[src/rtl/atm_keypad_frontend.sv]
// Keypad front end for the ATM controller: collects PIN digit, operation and amount
// from single-cycle key strobes and issues one request through a valid/ready handshake.
module atm_keypad_frontend #(
    parameter int TIMEOUT_CYC = 1000,
    parameter int MAX_DIGITS  = 3
) (
    input  logic       clk,
    input  logic       rst,
    input  logic       card_in,
    input  logic       key_valid,
    input  logic [3:0] key_code,
    input  logic       req_ready,
    output logic [3:0] entered_pin,
    output logic [7:0] amount_entered,
    output logic [1:0] OP,
    output logic       req_valid,
    output logic       busy,
    output logic       abort,
    output logic [1:0] abort_cause
);

    localparam int CW = $clog2(MAX_DIGITS + 1);
    localparam int TW = $clog2(TIMEOUT_CYC + 1);
    localparam logic [CW-1:0] CNT_MAX    = CW'(MAX_DIGITS);
    localparam logic [TW-1:0] TIMER_LAST = TW'(TIMEOUT_CYC - 1);

    localparam logic [2:0] S_IDLE  = 3'd0;
    localparam logic [2:0] S_PIN   = 3'd1;
    localparam logic [2:0] S_OPSEL = 3'd2;
    localparam logic [2:0] S_AMT   = 3'd3;
    localparam logic [2:0] S_ISSUE = 3'd4;

    localparam logic [3:0] KEY_ENTER  = 4'hA;
    localparam logic [3:0] KEY_CLEAR  = 4'hB;
    localparam logic [3:0] KEY_CANCEL = 4'hC;

    localparam logic [1:0] CAUSE_CANCEL  = 2'b01;
    localparam logic [1:0] CAUSE_TIMEOUT = 2'b10;
    localparam logic [1:0] CAUSE_CARD    = 2'b11;

    logic [2:0]    state;
    logic          have_pin;
    logic [CW-1:0] digit_count;
    logic [TW-1:0] timer;
    logic          in_entry;
    logic          is_digit;
    logic          is_op;
    logic [11:0]   amt_calc;
    logic [7:0]    amt_sat;
    logic          abort_now;
    logic [1:0]    cause_now;

    assign in_entry  = (state == S_PIN) || (state == S_OPSEL) || (state == S_AMT);
    assign is_digit  = (key_code <= 4'd9);
    assign is_op     = (key_code >= 4'hD);
    assign amt_calc  = 12'(amount_entered) * 12'd10 + 12'(key_code);
    assign amt_sat   = (amt_calc > 12'd255) ? 8'hFF : amt_calc[7:0];
    assign req_valid = (state == S_ISSUE);
    assign busy      = (state != S_IDLE);

    // Card removal outranks everything; a key in the expiry cycle beats the timeout.
    always_comb begin
        abort_now = 1'b0;
        cause_now = 2'b00;
        if (state != S_IDLE && !card_in) begin
            abort_now = 1'b1;
            cause_now = CAUSE_CARD;
        end else if (in_entry && key_valid && key_code == KEY_CANCEL) begin
            abort_now = 1'b1;
            cause_now = CAUSE_CANCEL;
        end else if (in_entry && !key_valid && timer == TIMER_LAST) begin
            abort_now = 1'b1;
            cause_now = CAUSE_TIMEOUT;
        end
    end

    always_ff @(posedge clk or negedge rst) begin
        if (!rst) begin
            state          <= S_IDLE;
            have_pin       <= 1'b0;
            digit_count    <= '0;
            timer          <= '0;
            entered_pin    <= 4'd0;
            amount_entered <= 8'd0;
            OP             <= 2'b00;
            abort          <= 1'b0;
            abort_cause    <= 2'b00;
        end else begin
            abort <= abort_now;
            if (abort_now) begin
                state          <= S_IDLE;
                abort_cause    <= cause_now;
                have_pin       <= 1'b0;
                digit_count    <= '0;
                timer          <= '0;
                entered_pin    <= 4'd0;
                amount_entered <= 8'd0;
                OP             <= 2'b00;
            end else begin
                case (state)
                    S_IDLE: begin
                        timer <= '0;
                        if (card_in) state <= S_PIN;
                    end
                    S_ISSUE: begin
                        timer <= '0;
                        if (req_ready) state <= S_OPSEL;
                    end
                    S_PIN, S_OPSEL, S_AMT: begin
                        if (key_valid) begin
                            timer <= '0;
                            case (state)
                                S_PIN: begin
                                    if (is_digit) begin
                                        entered_pin <= key_code;
                                        have_pin    <= 1'b1;
                                    end else if (key_code == KEY_ENTER && have_pin) begin
                                        state <= S_OPSEL;
                                    end else if (key_code == KEY_CLEAR) begin
                                        entered_pin <= 4'd0;
                                        have_pin    <= 1'b0;
                                    end
                                end
                                S_OPSEL: begin
                                    if (is_op) begin
                                        OP             <= key_code[1:0];
                                        amount_entered <= 8'd0;
                                        digit_count    <= '0;
                                        state          <= S_AMT;
                                    end
                                end
                                S_AMT: begin
                                    if (is_digit) begin
                                        if (digit_count < CNT_MAX) begin
                                            amount_entered <= amt_sat;
                                            digit_count    <= digit_count + 1'b1;
                                        end
                                    end else if (key_code == KEY_CLEAR) begin
                                        amount_entered <= 8'd0;
                                        digit_count    <= '0;
                                    end else if (key_code == KEY_ENTER) begin
                                        state <= S_ISSUE;
                                    end else if (is_op) begin
                                        OP <= key_code[1:0];
                                    end
                                end
                                default: ;
                            endcase
                        end else begin
                            timer <= timer + 1'b1;
                        end
                    end
                    default: begin
                        state <= S_IDLE;
                        timer <= '0;
                    end
                endcase
            end
        end
    end

endmodule
[config.mk]
export PLATFORM = sky130hd
export DESIGN_NAME = atm_keypad_frontend
export DESIGN_NICKNAME = d
export VERILOG_FILES = /design/src/rtl/atm_keypad_frontend.sv
export SDC_FILE = /design/constraint.sdc
export NUM_CORES = 1
export LEC_CHECK = 0
export CAP_MARGIN = 20
export CORE_ASPECT_RATIO = 0.75
export CORE_MARGIN = 2
export CORE_UTILIZATION = 60
export DETAILED_ROUTE_END_ITERATION = 8
export PLACE_DENSITY = 0.85
export SLEW_MARGIN = 20
export SYNTH_ARGS = -nofsm -noshare
export SYNTH_HDL_FRONTEND = slang
export SYNTH_SLANG_ARGS = --single-unit
[constraint.sdc]
create_clock -name clk -period 4.6 [get_ports clk]
set_clock_uncertainty 0.05 [all_clocks]
set_input_delay 1.38 -clock clk [delete_from_list [all_inputs] [get_ports clk]]
set_output_delay 1.38 -clock clk [all_outputs]
set_load 0.01 [all_outputs]
# Word-level counts from Yosys, hierarchy flattened
# Index checks and enable logic that the tools add are counted.
# word_totals
register_bits	33
latchBits	0
ramBits	0
romBits	0
inputBits	9
out_inout_bits	19
wordCells	124
n_memories	0
# op_classes
n_addsub	3
n_mul	1
div	0
order_cmp	4
n_eq_ne	25
shift	0
muxes	60
n_bitwise	0
reduce_logical	22
# op_table
operator	n
two-way mux 8 bit	8
two-way mux 2 bit	17
two-way mux 10 bit	3
two-way mux 3 bit	10
two-way mux 4 bit	7
!= test 4 bit (second input constant)	6
!= test 3 bit (second input constant)	7
case mux 3 bit (3 select lines)	2
case mux 8 bit (2 select lines)	1
adder 12 x 4 -> 12 bit	1
== test 4 bit (second input constant)	3
greater-than comparator 12 x 8 -> 1 bit (second input constant)	1
AND reduction 6 bit	2
multiplier 8 x 3 -> 11 bit (second input constant)	1
adder 10 x 1 -> 10 bit (second input constant)	1
== test 10 bit (second input constant)	1
two-way mux 1 bit	10
AND reduction 10 bit	1
nonzero test 3 bit	3
!= test 4 x 3 -> 1 bit (second input constant)	2
case mux 2 bit (2 select lines)	2
== test 3 x 2 -> 1 bit (second input constant)	2
logical AND 1 bit	6
nonzero test 2 bit	3
13 further kinds	15

# Longest topological paths before layout
# Gate-level depths: netlist (run 1).
# depth
ltp_word	10
mapped_depth	9
depth_no_buf	9

# Least setup slack after synthesis (run 1)
# No wires, ideal clock.
# synth_path
kind	input -> register
startpoint	input port key_code[1]
endpoint	register amount_entered[6]
setup_time_ns	0.121
arrival_ns	2.801
t_required_ns	4.429
setup_slack_ns	1.628
cell_stages	7
path_buffers	0
cell_sequence	ha_1 fa_1 a21oi_1 nand3_1 mux2i_4 nand3b_1 a22o_1
# synth_between
elab_chain_cells	9
elab_cells_between_ends	23
cone_classes	1 x add/sub; 3 x order compare; 5 x eq/ne; 9 x mux; 5 x reduce/logical
# synth_lines
element	line_no	source
from (decl)	11	input logic [3:0] key_code,
adder 12 x 4 -> 12 bit	56	assign amt_calc = 12'(amount_entered) * 12'd10 + 12'(key_code);
greater-than comparator 12 x 8 -> 1 bit	57	assign amt_sat = (amt_calc > 12'd255) ? 8'hFF : amt_calc[7:0];
two-way mux 8 bit	57	
two-way mux 8 bit	134	if (digit_count < CNT_MAX) begin
two-way mux 8 bit	133	if (is_digit) begin
case mux 8 bit (2 select lines)	112	case (state)
two-way mux 8 bit	110	if (key_valid) begin
two-way mux 8 bit	100	case (state)
two-way mux 8 bit	90	if (abort_now) begin
to (signal assigned)	135	amount_entered <= amt_sat;
to (decl)	14	output logic [7:0] amount_entered,
# Parallel ways exist; a longest one is shown, timed or not. The select of a mux whose other input is x is not followed.
# A chain may end at the register's enable or synchronous reset.

# Worst setup path after layout (run 1)
# Ends and elaborated chain as after synthesis.

==> key figures, run 1 <==
Pwr
  – Worst vdd ir: just under 400 µV
  – Switching share of power: 0.3820
  – P per Cell Area: ~400 mW/mm²
  – Psw: ~390 µW
  – Comb power frac: 0.403
  – Seq pwr share: 0.390
  – Static Leak: around 0.0012 µW
  – Int Power: about 640 µW
  – Clock power share: 0.208

Place
  – Dpl hpwl: 3176 µm
  – Placer congestion estimate: roughly 0.86
  – DP Worst Slack: 0.7244 ns
  – Port bufs: 27

Hold path
  – HP Start: timer[0]
  – WHS Path Cells: 1
  – Worst hold path type: reg -> reg
  – Hold path endpoint: timer[0]

Logic synthesis
  – Yosys warnings: 0
  – Synthesized instance count: between 200 and 250
  – Post-synth EDFFs: 0
  – Area contributors post-synth: dfrtp_1, ha_1, nor2_1, nand2_1, a22o_1
  – Ys async rst share: 1.000
  – Sequential cell area fraction in the yosys report: 0.3714
  – Seq cells post-synth: 33
  – Post-Syn Area: approximately 0.0022 mm²
  – Synth Net Count: between 200 and 300
  – Syn_area_per_cell: ~9.6 µm²
  – Distinct cells, synth: between 50 and 60
  – Commonest cells post-synth: dfrtp_1, nor2_1, nand2_1, ha_1, a21oi_1
  – Post-synth top area share: 0.3714
  – Post-synth top flop: dfrtp_1
  – Largest area contributor in the netlist: dfrtp_1

Global route
  – Total track usage: 0.2332
  – Vias in the first global route: 1657
  – Largest net degree at the start of global routing: 34
  – First-pass GRT wire length: 7465 µm
  – Overflow after GRT: 0
  – Initial antenna violation count: 0

Timing
  – RSZ-0062 raised after global routing: no
  – Final setup viols: 0
  – Fin crit share: 0.7777
  – Achievable Freq: ~0.28 GHz
  – Final hold violation count: 0
  – Slew @ Worst Pin: ~0.8 ns
  – Final TNS setup: 0 ns
  – Max-slew violations: 0
  – Setup ws final: just over 1 ns
  – Slew HR: 0.4695
  – Minimum clock period: ~3.6 ns

Setup path
  – CP Max Fanout: 11
  – Worst r2r dst: amount_entered[6]
  – R2R depth: 9
  – Critical path launch point: key_code[1]
  – R2r setup slk: 1.59 ns
  – Worst r2r src: amount_entered[1]
  – Element type at the critical path end: register
  – Worst path required time: 4.73 ns
  – Crit path arrival time: between 3 and 4 ns
  – Worst setup path category: in -> reg
  – Startpoint types: input pin

Clock network
  – Num Clock Sinks: 33
  – Hold buffer count at CTS: 0
  – CTS Root Cell: clkbuf_8
  – CTS clk-pin slew, worst paths: around 0.070 ns
  – Post-CTS setup buffers: 0
  – Post-CTS sizing: 0
  – Clk_lat worst skew: around 0.29 ns
  – Htree depth: 2
  – Longest Clk Path Bufs: 2
  – CTS tree: done
  – Num CTS Buffers: 5

Cells and area
  – Diode count: 0
  – P&R area growth vs syn: 16.99%
  – Fillers: approximately 290
  – Final #Nets: around 290
  – Layout cells sized above 1: 0.1004

Route
  – Vias per cell: 5.595
  – Antenna viol nets, final: 0
  – Starting DRC count in detailed routing: 110
  – DR WL/cell: 14.14 µm
  – Routed Wire Length: about 4400 µm
  – DR vias: 1740
  – Remaining DRCs: 0
  – 1st-pass router iterations: 4

Floorplanning
  – Die Y: approximately 57 µm
  – # rows: 19
  – DIE WIDTH: 74.29 µm
  – DIE AREA: 0.004214 mm²
  – Total core area: approximately 0.0036 mm²
  – Initial Utilization: 0.6153
  – # IOs: 28

Flow run
  – Max capacitance violation total: 0

Outcome
  – Outcome: complete, no violations
-- kinds of logic after synthesis --
family / after synthesis / synth area share
AOI/OAI and AO/OA: 48 / 0.1503
xor gates and xnor gates: 12 / 0.04727
adders and majority gates: 19 / 0.1137
buffers and inverters: 9 / 0.02476
DFF: 33 / 0.3714
muxes: 8 / 0.04277
and+or+nand+nor: 102 / 0.2499
-- metal layers --
metal / vias up / global-route usage / wire, µm
met3: 8 / 0.06643 / 181
met4: 0 / 0.06378 / 57
met2: 33 / 0.3342 / 1895
met1: 817 / 0.3449 / 2263
met5: - / 0 / 0
li1: 882 / - / -
-- worst max-delay path: stages --
cell             delay [ns]
clkdlybuf4s50_1        0.58
ha_1                   0.32
fa_1                   0.40
a21oi_1                0.25
nand3_1                0.16
mux2i_4                0.25
nand3b_1               0.15
a22o_1                 0.21
-- state kept, by name (all words and copies together) (netlist names) --
| register | count |
|---|---|
| digit_count | 2 |
| abort | 1 |
| have_pin | 1 |
| timer | 10 |
| amount_entered | 8 |
| OP | 2 |
| abort_cause | 2 |
| state | 3 |
| entered_pin | 4 |
-- placed cells by master, fill, tap and decap left out, drive strengths merged, types with 4 or more instances in the layout --
cell / instances
nand4b: 4
mux2i: 6
o21ai: 13
nand2: 23
xor2: 5
dfrtp: 33
clkdlybuf4s50: 27
nor2: 34
nor3: 6
nand3b: 6
xnor2: 7
a21oi: 14
nand3: 6
nor2b: 4
or3: 4
nand2b: 4
a22o: 9
ha: 17
clkbuf: 5
-- area by class of cell --
class / instances / area, µm² / share of cell area
Tap cell: 52 / 65.06 / 0.02501
Inverter: 1 / 3.754 / 0.001443
Sequential cell: 33 / 825.8 / 0.3175
Timing Repair Buffer: 28 / 277.8 / 0.1068
Clock inverter: 3 / 17.52 / 0.006734
Multi-Input combinational cell: 189 / 1343 / 0.5161
Clock buffer: 5 / 68.82 / 0.02646
-- power by group through the flow --
stage / combinational (µW) / sequential, µW / clock, µW
2_1_floorplan: 295 / 390 / 0
3_3_place_gp: 401 / 402 / 0
3_5_place_dp: 411 / 403 / 0
4_1_cts: 416 / 399 / 219
5_1_grt: 460 / 408 / 235
6_report: 414 / 400 / 214
-- through the flow --
stage	power [µW]	instances	area, µm²	util	hold WS (ns)
after CTS	1034	311	2601	0.7199	0.4355
after floorplan	685.8	231	2223	-	0.3939
after global routing	1103	311	2601	0.7199	0.4712
after detailed placement	814.8	303	2515	0.6960	0.4244
after global placement	803.3	303	2515	0.6960	0.4183
final	1028	311	2601	0.7199	0.4311
-- worst max path at each step --
stage	end	slack, ns	cells after the start
2_1_floorplan	amount_entered[6]	1.63	7
3_3_place_gp	amount_entered[7]	0.76	8
3_5_place_dp	amount_entered[6]	0.72	8
4_1_cts	amount_entered[6]	1.03	8
5_1_grt	timer[3]	0.82	7
6_report	amount_entered[6]	1.02	8
Power figures use the tool's default switching activity.
==> run 2: changes to the inputs <==
- CORE_UTILIZATION: 60 -> 50
- PLACE_DENSITY: 0.85 -> 0.76
- clock period: 4.6 -> 2.9 ns (I/O delays scaled with it)
==> key figures, run 2 (synthesis gave the netlist of run 1 again) <==
Global route
  – Overflow after GRT: 0
  – Largest net degree at the start of global routing: 34
  – First-pass GRT wire length: between 8000 and 9000 µm
  – Vias in the first global route: ~1700
  – Initial antenna violation count: 0
  – Total track usage: 0.2131

Setup path
  – Element type at the critical path end: register
  – Delay-heaviest family, CP: adder cells
  – Worst path required time: 3.03 ns
  – CP max stage delay: around 0.55 ns
  – CP Max Fanout: 8
  – Worst path cell trace: ha_4 > ha_2 > fa_2 > nand2_2 > or2_4 > nor4_4 > mux2i_4 > nand3b_1 > a22o_1
  – Startpoint types: register
  – WP buf/inv: 0
  – Worst path slowest cell: fa_2
  – Crit path arrival time: ~3.0 ns
  – Worst setup path category: reg -> reg

Pwr
  – Total power draw: between 1500 and 2000 µW
  – P per Cell Area: about 610 mW/mm²
  – Static Leak: 0.001286 µW
  – Worst vdd ir: between 300 and 400 µV

Hold path
  – Worst hold path type: reg -> reg

Floorplanning
  – DIE WIDTH: about 80 µm
  – # rows: 20
  – DIE AREA: 0.005002 mm²
  – Die Y: just over 60 µm
  – Initial Utilization: 0.5352
  – # IOs: 28
  – Total core area: ~0.0042 mm²

Timing
  – Final hold violation count: 0
  – RSZ-0062 raised after global routing: no
  – Fin crit share: 0.9723
  – Achievable Freq: about 0.35 GHz
  – Final setup viols: 0
  – Minimum clock period: 2.820 ns
  – Slew @ Worst Pin: between 0.8 and 0.9 ns
  – Hold slack: roughly 0.44 ns
  – Max-slew violations: 0
  – Slew HR: 0.4468

Clock network
  – Htree depth: 2
  – Num CTS Buffers: 5
  – Longest Clk Path Bufs: 2
  – CTS Root Cell: clkbuf_8
  – Clk_lat worst skew: between 0.2 and 0.3 ns
  – Hold buffer count at CTS: 0
  – CTS tree: done
  – CTS clk-pin slew, worst paths: about 0.08 ns
  – Num Clock Sinks: 33

Route
  – DR WL/cell: around 14 µm
  – Starting DRC count in detailed routing: approximately 110
  – Vias per cell: approximately 5.5
  – Remaining DRCs: 0
  – Routed Wire Length: between 4000 and 5000 µm
  – DR vias: around 1900
  – Antenna viol nets, final: 0
  – 1st-pass router iterations: 4

Place
  – Placer congestion estimate: around 0.89
  – Placed Instances: 327
  – Area after DPL: between 0.002 and 0.003 mm²
  – Port bufs: 27
  – Dpl hpwl: about 3600 µm

Cells and area
  – Final #Nets: 308
  – P&R area growth vs syn: 25.77%
  – Largest Register: timer
  – Top Registers: timer (10), amount_entered (8), entered_pin (4)
  – Final cell count without fillers: ~340
  – Layout cells sized above 1: 0.1922
  – Max reg flops: 10
  – Post-route cell area: roughly 0.0028 mm²
  – Most frequent cells in the layout: dfrtp_1, nor2_1, clkdlybuf4s50_1, buf_4, nand2_1
  – Diode count: 0
  – Fillers: between 300 and 400

Outcome
  – Outcome: complete, no violations

Flow run
  – Max capacitance violation total: 0
==> run 2: cell types whose count changed in the layout (fill, tap and decap cells not counted), sizes merged <==
cell / delta
buf: +22
==> run 2: through the flow <==
step | utilization | worst slack, ns | TNS (ns)
after detailed placement | 0.6443 | -0.2244 | -1.397
after floorplan | - | 0.08354 | 0
after global placement | 0.6443 | -0.09961 | -0.6295
after CTS | 0.6657 | 0.01651 | 0
after global routing | 0.6732 | 0.008416 | 0
final | 0.6732 | 0.08040 | 0
==> run 2: path summary, 6_finish.rpt <==
kind | start | end | slack, ns | cells after the start
setup / recovery | amount_entered[1] | amount_entered[7] | 0.08 | 9
hold / removal | timer[0] | timer[0] | 0.44 | 1
setup reg to reg | amount_entered[1] | amount_entered[7] | 0.08 | 9
hold reg to reg | timer[0] | timer[0] | 0.44 | 1
max in group asynchronous | rst | state[1] | 1.56 | 2
min in group asynchronous | rst | timer[6] | 0.93 | 2
==> run 2: final cells by class <==
type	count	area [µm²]	share of cell area
clock buffer	5	68.82	0.02461
clock inverter	3	17.52	0.006264
inverter	1	3.754	0.001342
multi-input combinational	189	1369	0.4895
sequential	33	825.8	0.2953
tap	55	68.82	0.02461
timing repair buffer	50	442.9	0.1584
==> run 2: power by group <==
part | total [µW] | switching (µW) | internal [µW]
Clock | 344 | 178 | 166
Combinational | 737 | 374 | 362
Sequential | 629 | 88.3 | 541
Total | 1710 | 641 | 1070
==> run 2: repair_timing <==
action	4_1_cts	5_1_grt
setup endpoints to repair	1	8
gates resized for setup	1	6
buffers inserted	0	1
==> run 2: routing by layer <==
layer | part of all wire | vias to the layer above | global-route usage
li1 | - | 930 | -
met1 | 0.52 | 886 | 0.3091
met4 | 0.011 | 0 | 0.05811
met5 | 0 | - | 0
met2 | 0.43 | 40 | 0.3211
met3 | 0.044 | 4 | 0.05347
==> run 2: worst reg2reg max path, stage by stage (launching register included) <==
cell and delay (ns):
dfrtp_1 0.41, ha_4 0.25, ha_2 0.19, fa_2 0.55, nand2_2 0.07, or2_4 0.24
nor4_4 0.22, mux2i_4 0.39, nand3b_1 0.13, a22o_1 0.21
